**config.mk**
```make
export PLATFORM = sky130hd
export DESIGN_NAME = hm01b0_pattern_gen
export DESIGN_NICKNAME = d
export VERILOG_FILES = /design/src/rtl/hm01b0_pattern_gen.sv
export SDC_FILE = /design/constraint.sdc
export NUM_CORES = 1
export LEC_CHECK = 0
export BUFFER_PORTS_ARGS = -buffer_cell sky130_fd_sc_hd__buf_2
export CORE_ASPECT_RATIO = 1.4
export CORE_MARGIN = 2
export CORE_UTILIZATION = 40
export CTS_CLUSTER_DIAMETER = 150
export DETAILED_ROUTE_END_ITERATION = 7
export PLACE_DENSITY = 0.64
export SLEW_MARGIN = 20
export SYNTH_ARGS = -nofsm -noshare
export SYNTH_HDL_FRONTEND = slang
export SYNTH_SLANG_ARGS = --single-unit
```
**constraint.sdc**
```tcl
create_clock -name clock -period 3.72 [get_ports clock]
set_clock_uncertainty 0.2 [all_clocks]
set_input_delay 0.558 -clock clock [delete_from_list [all_inputs] [get_ports clock]]
set_output_delay 0.558 -clock clock [all_outputs]
set_load 0.01 [all_outputs]
```
**src/rtl/hm01b0_pattern_gen.sv**
```systemverilog
// HM01B0-style camera transmitter: divided pixel clock plus hsync/vsync/pixdata
// framing with selectable test patterns, all in the system clock domain.
module hm01b0_pattern_gen #(
    parameter int H_ACTIVE = 320,
    parameter int V_ACTIVE = 240,
    parameter int H_BLANK  = 16,
    parameter int V_LEAD   = 4,
    parameter int V_BLANK  = 64,
    parameter int CLK_DIV  = 4
) (
    input  logic       clock,
    input  logic       nreset,
    input  logic       enable,
    input  logic [1:0] pattern_sel,
    output logic       pixclk,
    output logic [7:0] pixdata,
    output logic       hsync,
    output logic       vsync,
    output logic       frame_done
);
    localparam int CW     = (H_ACTIVE > 1) ? $clog2(H_ACTIVE) : 1;
    localparam int RW     = (V_ACTIVE > 1) ? $clog2(V_ACTIVE) : 1;
    localparam int DW     = (CLK_DIV > 1) ? $clog2(CLK_DIV) : 1;
    localparam int BMAX_A = (H_BLANK > V_LEAD) ? H_BLANK : V_LEAD;
    localparam int BMAX   = (BMAX_A > V_BLANK) ? BMAX_A : V_BLANK;
    localparam int BW     = $clog2(BMAX + 1);

    typedef enum logic [2:0] {
        S_IDLE,
        S_VLEAD,
        S_LINE,
        S_HBLANK,
        S_VBLANK
    } state_t;

    state_t        r_state;
    logic [DW-1:0] r_div;
    logic          r_pixclk;
    logic [CW-1:0] r_col;
    logic [RW-1:0] r_row;
    logic [BW-1:0] r_cnt;
    logic [7:0]    r_frame;
    logic [1:0]    r_sel;
    logic [7:0]    r_pixdata;
    logic          r_hsync;
    logic          r_vsync;
    logic          r_frame_done;

    logic          w_tick;
    logic [CW-1:0] w_col_inc;
    logic [RW-1:0] w_row_inc;

    function automatic logic [7:0] pattern(input logic [1:0]  sel,
                                           input logic [15:0] col,
                                           input logic [15:0] row,
                                           input logic [7:0]  frame);
        logic [7:0] v;
        case (sel)
            2'd0:    v = col[7:0];
            2'd1:    v = row[7:0];
            2'd2:    v = (col[3] ^ row[3]) ? 8'hFF : 8'h00;
            default: v = col[7:0] + row[7:0] + frame;
        endcase
        return v;
    endfunction

    // A tick is the edge on which pixclk falls, so everything launched here is
    // stable across the following rising edge where the receiver samples.
    assign w_tick    = r_pixclk && (r_div == DW'(CLK_DIV - 1));
    assign w_col_inc = r_col + CW'(1);
    assign w_row_inc = r_row + RW'(1);

    always_ff @(posedge clock or negedge nreset) begin
        if (!nreset) begin
            r_state      <= S_IDLE;
            r_div        <= '0;
            r_pixclk     <= 1'b0;
            r_col        <= '0;
            r_row        <= '0;
            r_cnt        <= '0;
            r_frame      <= '0;
            r_sel        <= '0;
            r_pixdata    <= '0;
            r_hsync      <= 1'b0;
            r_vsync      <= 1'b0;
            r_frame_done <= 1'b0;
        end else begin
            r_frame_done <= 1'b0;
            if (r_div == DW'(CLK_DIV - 1)) begin
                r_div    <= '0;
                r_pixclk <= ~r_pixclk;
            end else begin
                r_div <= r_div + DW'(1);
            end

            if (w_tick) begin
                case (r_state)
                    S_IDLE: begin
                        if (enable) begin
                            r_sel   <= pattern_sel;
                            r_row   <= '0;
                            r_cnt   <= '0;
                            r_vsync <= 1'b1;
                            r_state <= S_VLEAD;
                        end
                    end
                    S_VLEAD: begin
                        if (r_cnt == BW'(V_LEAD - 1)) begin
                            r_hsync   <= 1'b1;
                            r_col     <= '0;
                            r_pixdata <= pattern(r_sel, 16'd0, 16'(r_row), r_frame);
                            r_state   <= S_LINE;
                        end else begin
                            r_cnt <= r_cnt + BW'(1);
                        end
                    end
                    S_LINE: begin
                        if (r_col == CW'(H_ACTIVE - 1)) begin
                            r_hsync   <= 1'b0;
                            r_pixdata <= '0;
                            r_cnt     <= '0;
                            r_state   <= S_HBLANK;
                        end else begin
                            r_col     <= w_col_inc;
                            r_pixdata <= pattern(r_sel, 16'(w_col_inc), 16'(r_row), r_frame);
                        end
                    end
                    S_HBLANK: begin
                        if (r_cnt == BW'(H_BLANK - 1)) begin
                            r_cnt <= '0;
                            if (r_row == RW'(V_ACTIVE - 1)) begin
                                r_vsync      <= 1'b0;
                                r_frame_done <= 1'b1;
                                r_state      <= S_VBLANK;
                            end else begin
                                r_row     <= w_row_inc;
                                r_col     <= '0;
                                r_hsync   <= 1'b1;
                                r_pixdata <= pattern(r_sel, 16'd0, 16'(w_row_inc), r_frame);
                                r_state   <= S_LINE;
                            end
                        end else begin
                            r_cnt <= r_cnt + BW'(1);
                        end
                    end
                    S_VBLANK: begin
                        // The last blanking tick doubles as the IDLE check so back-to-back
                        // frames keep vsync low for exactly V_BLANK pixel periods.
                        if (r_cnt == BW'(V_BLANK - 1)) begin
                            r_frame <= r_frame + 8'd1;
                            r_cnt   <= '0;
                            if (enable) begin
                                r_sel   <= pattern_sel;
                                r_row   <= '0;
                                r_vsync <= 1'b1;
                                r_state <= S_VLEAD;
                            end else begin
                                r_state <= S_IDLE;
                            end
                        end else begin
                            r_cnt <= r_cnt + BW'(1);
                        end
                    end
                    default: r_state <= S_IDLE;
                endcase
            end
        end
    end

    assign pixclk     = r_pixclk;
    assign pixdata    = r_pixdata;
    assign hsync      = r_hsync;
    assign vsync      = r_vsync;
    assign frame_done = r_frame_done;

endmodule
```
==> summary by stage <==
Clock network
The CTS buffer count is 5. The clock transition at the registers of the reported paths is 0.07 ns. The cell sitting at the root of the clock tree is a sky130_fd_sc_hd__clkbuf_16. TritonCTS built the clock tree. The clock sink count is 51. The source-to-sink clock delay at the later pin of the worst-skew pair is 0.31 ns. The deepest level of the CTS H-tree is 2. The maximum buffer depth of the clock tree is 2.

Worst setup path
In this run the worst path has a maximum fanout of 7. STA classifies the critical path endpoint as a register. STA classifies the critical path startpoint as a register. At the worst endpoint, the arrival time is 3.36 ns. By instance count, the cell type seen most on the critical path is sky130_fd_sc_hd__inv_1.

The largest individual stage delay along the critical path comes from the cell sky130_fd_sc_hd__dfrtp_1. Traced cell by cell, the critical path runs through ha_1 > inv_1 > fa_1 > inv_1 > ha_1 > inv_1 > fa_1 > nor2b_1 > o21ai_0 > a21boi_1 > a21o_1 > a31oi_1 > a211oi_1 > o31ai_1. The setup path with the least slack is of type register to register. The largest incremental delay on the critical path is 0.45 ns.

At the worst endpoint, the required time is 3.70 ns.

Die
The initial core utilization is 0.406. The initialized floorplan defines 45 standard-cell rows. The die covers 11,800 µm². Pin placement for this block handled 17 I/O pins. Measured along the y axis, the die boundary spans 128 µm.

After floorplanning, the core was sized to cover 10,800 µm². In this run the horizontal extent of the chip is 92.3 µm.

Pwr
The peak supply drop is 0.164 mV. The internal portion of the total power is 826 µW. For this design the ratio of total power to cell area is 227 nW/µm².

The clock network power share is 0.467. Of the total power, combinational logic draws 0.015. Of the total power, registers draw 0.518. The share of total power consumed by net switching is 0.227. The leakage power total is 2.09 nW. The design draws 1.07 mW. For this design the total switching power over the nets is 243 µW.

STA
Measured against its own limit, the worst slew margin works out to 0.351. The final count of pins violating max slew came to 0. The share of the clock period used by the worst path after layout is 0.908. Setup repair after global routing left no endpoint under its margin. For the final routed database, the setup TNS stands at 0 ns. Final hold analysis gives a worst-case slack of 0.209 ns. The total setup violations reported at the end of the flow is 0. For the pin with the worst max-slew slack, the measured transition is 0.973 ns. The shortest clock period the worst path allows after layout is 3.38 ns.

The hold violation count in the final report was 0. Static timing analysis puts the maximum clock frequency at 296 MHz.

Placed design
At the end of routability-driven placement, the weighted congestion stood at 0.935. Buffers placed on the I/O ports in this run total 16. The wire-length estimate of the detail-placed layout is 9.00 mm.

Route
The starting DRC count in detailed routing is 236. Dividing the detail-routed via count by the number of cells gives 5.78. The first TritonRoute pass finished after 5 iterations. The final layout contains routed wiring with a total length of 11.8 mm. The remaining design rule violation count is 0. The via count is 3,847. The routed wirelength normalized by instance count is 17.7 µm. The number of routed nets with antenna violations is 0.

Run status
The run finished with clean final reports.

Hold path
The min-delay analysis places its worst path in the category input port to asynchronous set/reset pin.

Synth
The unique cell type count in the Yosys netlist is 67. The library cell with the largest summed area after synthesis is sky130_fd_sc_hd__dfrtp_1. Of the synthesized area, sequential elements account for 0.292. The primary flip-flop cell chosen by synthesis mapping is sky130_fd_sc_hd__dfrtp_1. Synthesis inferred 51 register bits. The count of flip-flops with a built-in enable after synthesis is 0.

The net count after synthesis is 557. The count of mapped cells out of synthesis is 517. Dividing the synthesized area by the synthesized cell count gives 8.44 µm².

Sorting the synthesized cells by area gives the leading types as sky130_fd_sc_hd__dfrtp_1, sky130_fd_sc_hd__ha_1, sky130_fd_sc_hd__o21ai_0. After synthesis, the share of flip-flops with an asynchronous set or reset is 1.00. The summed instance area of the synthesized netlist is 4370 µm². The area fraction of the dominant cell type after synthesis is 0.292. The Yosys warning count is 0.

GRT
The number of antenna violations at the first check in global routing is 0. Entering global routing, the biggest net connects 42 pins. The total routing resource utilization after global routing is 0.212. The number of global-route vias before repair came to 3,772. The first global-routing pass estimated 19.7 mm of wire. Global routing finished with a remaining overflow of 0.

Cells and area
In the final layout, the share of cells above drive strength 1 is 0.105. The total inserted antenna cells is 0. For this run, the post-layout net count is 563.

Relative to the synthesized area, the layout overhead comes to 7.77%. Counting the fill cells in the layout gives 1,034.

Run
The number of max-capacitance violations reported is 0.
-- per-stage QoR --
| step | setup slack, ns | instances | cell area (µm²) | utilization |
|---|---|---|---|---|
| final | 0.342 | 665 | 4700 | 0.437 |
| after global routing | 0.0449 | 665 | 4700 | 0.437 |
| after CTS | 0.278 | 665 | 4700 | 0.437 |
| after detailed placement | 0.277 | 657 | 4540 | 0.422 |
| after global placement | 0.406 | 657 | 4540 | 0.422 |
| after floorplan | 0.625 | 517 | 4370 | - |
-- cell families (layout without fill, tap and decap cells) --
logic type                 Yosys count  in the layout  share of synthesized area
and+or+nand+nor                    169            169                      0.201
buffers and inverters               58             65                     0.0588
AOI/OAI and AO/OA                  156            156                      0.230
muxes                               10             10                     0.0244
xor gates and xnor gates            38             38                     0.0762
DFF                                 51             51                      0.292
adders and majority gates           35             35                      0.118
-- layer usage --
| layer | wire length (µm) | share of wire | vias up | GRT usage |
|---|---|---|---|---|
| met2 | 5940 | 0.50 | 122 | 0.372 |
| met1 | 4940 | 0.42 | 1844 | 0.258 |
| met5 | 0 | 0 | - | 0 |
| met3 | 421 | 0.036 | 32 | 0.0242 |
| met4 | 477 | 0.041 | 0 | 0.103 |
| li1 | - | - | 1849 | - |
-- synthesized netlist by cell type (5+ instances only) --
| library cell | instances |
|---|---|
| sky130_fd_sc_hd__inv_1 | 35 |
| sky130_fd_sc_hd__clkbuf_1 | 10 |
| sky130_fd_sc_hd__nand2b_1 | 7 |
| sky130_fd_sc_hd__nor3_1 | 10 |
| sky130_fd_sc_hd__fa_1 | 10 |
| sky130_fd_sc_hd__buf_2 | 7 |
| sky130_fd_sc_hd__nand2_1 | 54 |
| sky130_fd_sc_hd__ha_1 | 25 |
| sky130_fd_sc_hd__a21oi_1 | 31 |
| sky130_fd_sc_hd__nor2b_1 | 6 |
| sky130_fd_sc_hd__xnor2_1 | 27 |
| sky130_fd_sc_hd__a31oi_1 | 8 |
| sky130_fd_sc_hd__dfrtp_1 | 51 |
| sky130_fd_sc_hd__a211oi_1 | 6 |
| sky130_fd_sc_hd__nor2_1 | 37 |
| sky130_fd_sc_hd__o31ai_1 | 10 |
| sky130_fd_sc_hd__nand3_1 | 20 |
| sky130_fd_sc_hd__xor2_1 | 11 |
| sky130_fd_sc_hd__a21o_1 | 13 |
| sky130_fd_sc_hd__mux2i_1 | 5 |
| sky130_fd_sc_hd__o21ai_0 | 51 |
| sky130_fd_sc_hd__mux2_2 | 5 |
-- flip-flops by register name (all words and copies together), names as in the netlist --
register	cells
r_cnt	7
pixclk	1
r_col	9
r_row	8
hsync	1
r_div	2
pixdata	8
r_state	3
frame_done	1
r_frame	8
r_sel	2
vsync	1
-- critical path, delay by kind of cell, from the launching register on --
kind	cells	cell delay (ns)
AO/OA/AOI/OAI	6	0.91
adder cells (fa/ha/maj)	4	1.34
flip-flops	1	0.45
AND/OR/NAND/NOR	1	0.14
buffers and inverters	3	0.22
-- repair_timing --
item / 4_1_cts / 5_1_grt
endpoints found under the hold margin: 0 / 0
buffers inserted: 0 / 0
gates resized for setup: 0 / 2
hold buffers: 0 / 0
setup endpoints to repair: 0 / 1
-- path summary, 6_finish.rpt --
path,startpoint,endpoint,slack (ns),depth (start not counted)
setup reg to reg,r_col[0]$_DFFE_PN0P_,pixdata[5]$_DFFE_PN0P_,0.34,14
min in group clock,r_div[0]$_DFF_PN0_,r_div[0]$_DFF_PN0_,0.22,1
hold / removal,nreset,r_cnt[0]$_DFFE_PN0P_,0.21,1
hold reg to reg,r_div[0]$_DFF_PN0_,r_div[0]$_DFF_PN0_,0.22,1
max in group asynchronous,nreset,pixdata[5]$_DFFE_PN0P_,2.37,2
setup / recovery,r_col[0]$_DFFE_PN0P_,pixdata[5]$_DFFE_PN0P_,0.34,14
-- layout make-up --
class | count | area (µm²) | share of cell area
Timing Repair Buffer | 22 | 125 | 0.0266
Inverter | 35 | 131 | 0.0279
Multi-Input combinational cell | 408 | 2840 | 0.604
Clock buffer | 6 | 139 | 0.0295
Tap cell | 141 | 176 | 0.0375
Clock inverter | 2 | 16.3 | 0.00346
Sequential cell | 51 | 1280 | 0.271
-- placed cells by master (no fill, tap or decap), types with 5 or more instances in the layout --
cell                        netlist  routed
sky130_fd_sc_hd__nand2_1         54      54
sky130_fd_sc_hd__nor2_1          37      37
sky130_fd_sc_hd__mux2i_1          5       5
sky130_fd_sc_hd__o21ai_0         51      51
sky130_fd_sc_hd__inv_1           35      35
sky130_fd_sc_hd__xor2_1          11      11
sky130_fd_sc_hd__mux2_2           5       5
sky130_fd_sc_hd__nand3_1         20      20
sky130_fd_sc_hd__a31oi_1          8       8
sky130_fd_sc_hd__a21o_1          13      13
sky130_fd_sc_hd__fa_1            10      10
sky130_fd_sc_hd__nor2b_1          6       6
sky130_fd_sc_hd__dfrtp_1         51      51
sky130_fd_sc_hd__a21oi_1         31      31
sky130_fd_sc_hd__o31ai_1         10      10
sky130_fd_sc_hd__nand2b_1         7       7
sky130_fd_sc_hd__a211oi_1         6       6
sky130_fd_sc_hd__ha_1            25      25
sky130_fd_sc_hd__xnor2_1         27      26
sky130_fd_sc_hd__nor3_1          10      10
sky130_fd_sc_hd__buf_2            7      16
sky130_fd_sc_hd__clkbuf_16        0       5
sky130_fd_sc_hd__buf_4            2       6
-- power groups by stage --
stage          logic [mW]  registers [mW]  clock network [mW]
5_1_grt            0.0189           0.554               0.526
4_1_cts            0.0168           0.554               0.505
6_report           0.0158           0.554               0.500
3_3_place_gp       0.0163           0.565                   0
2_1_floorplan     0.00117           0.565                   0
3_5_place_dp       0.0167           0.565                   0
Note: power is estimated with default switching activity, not from simulation.
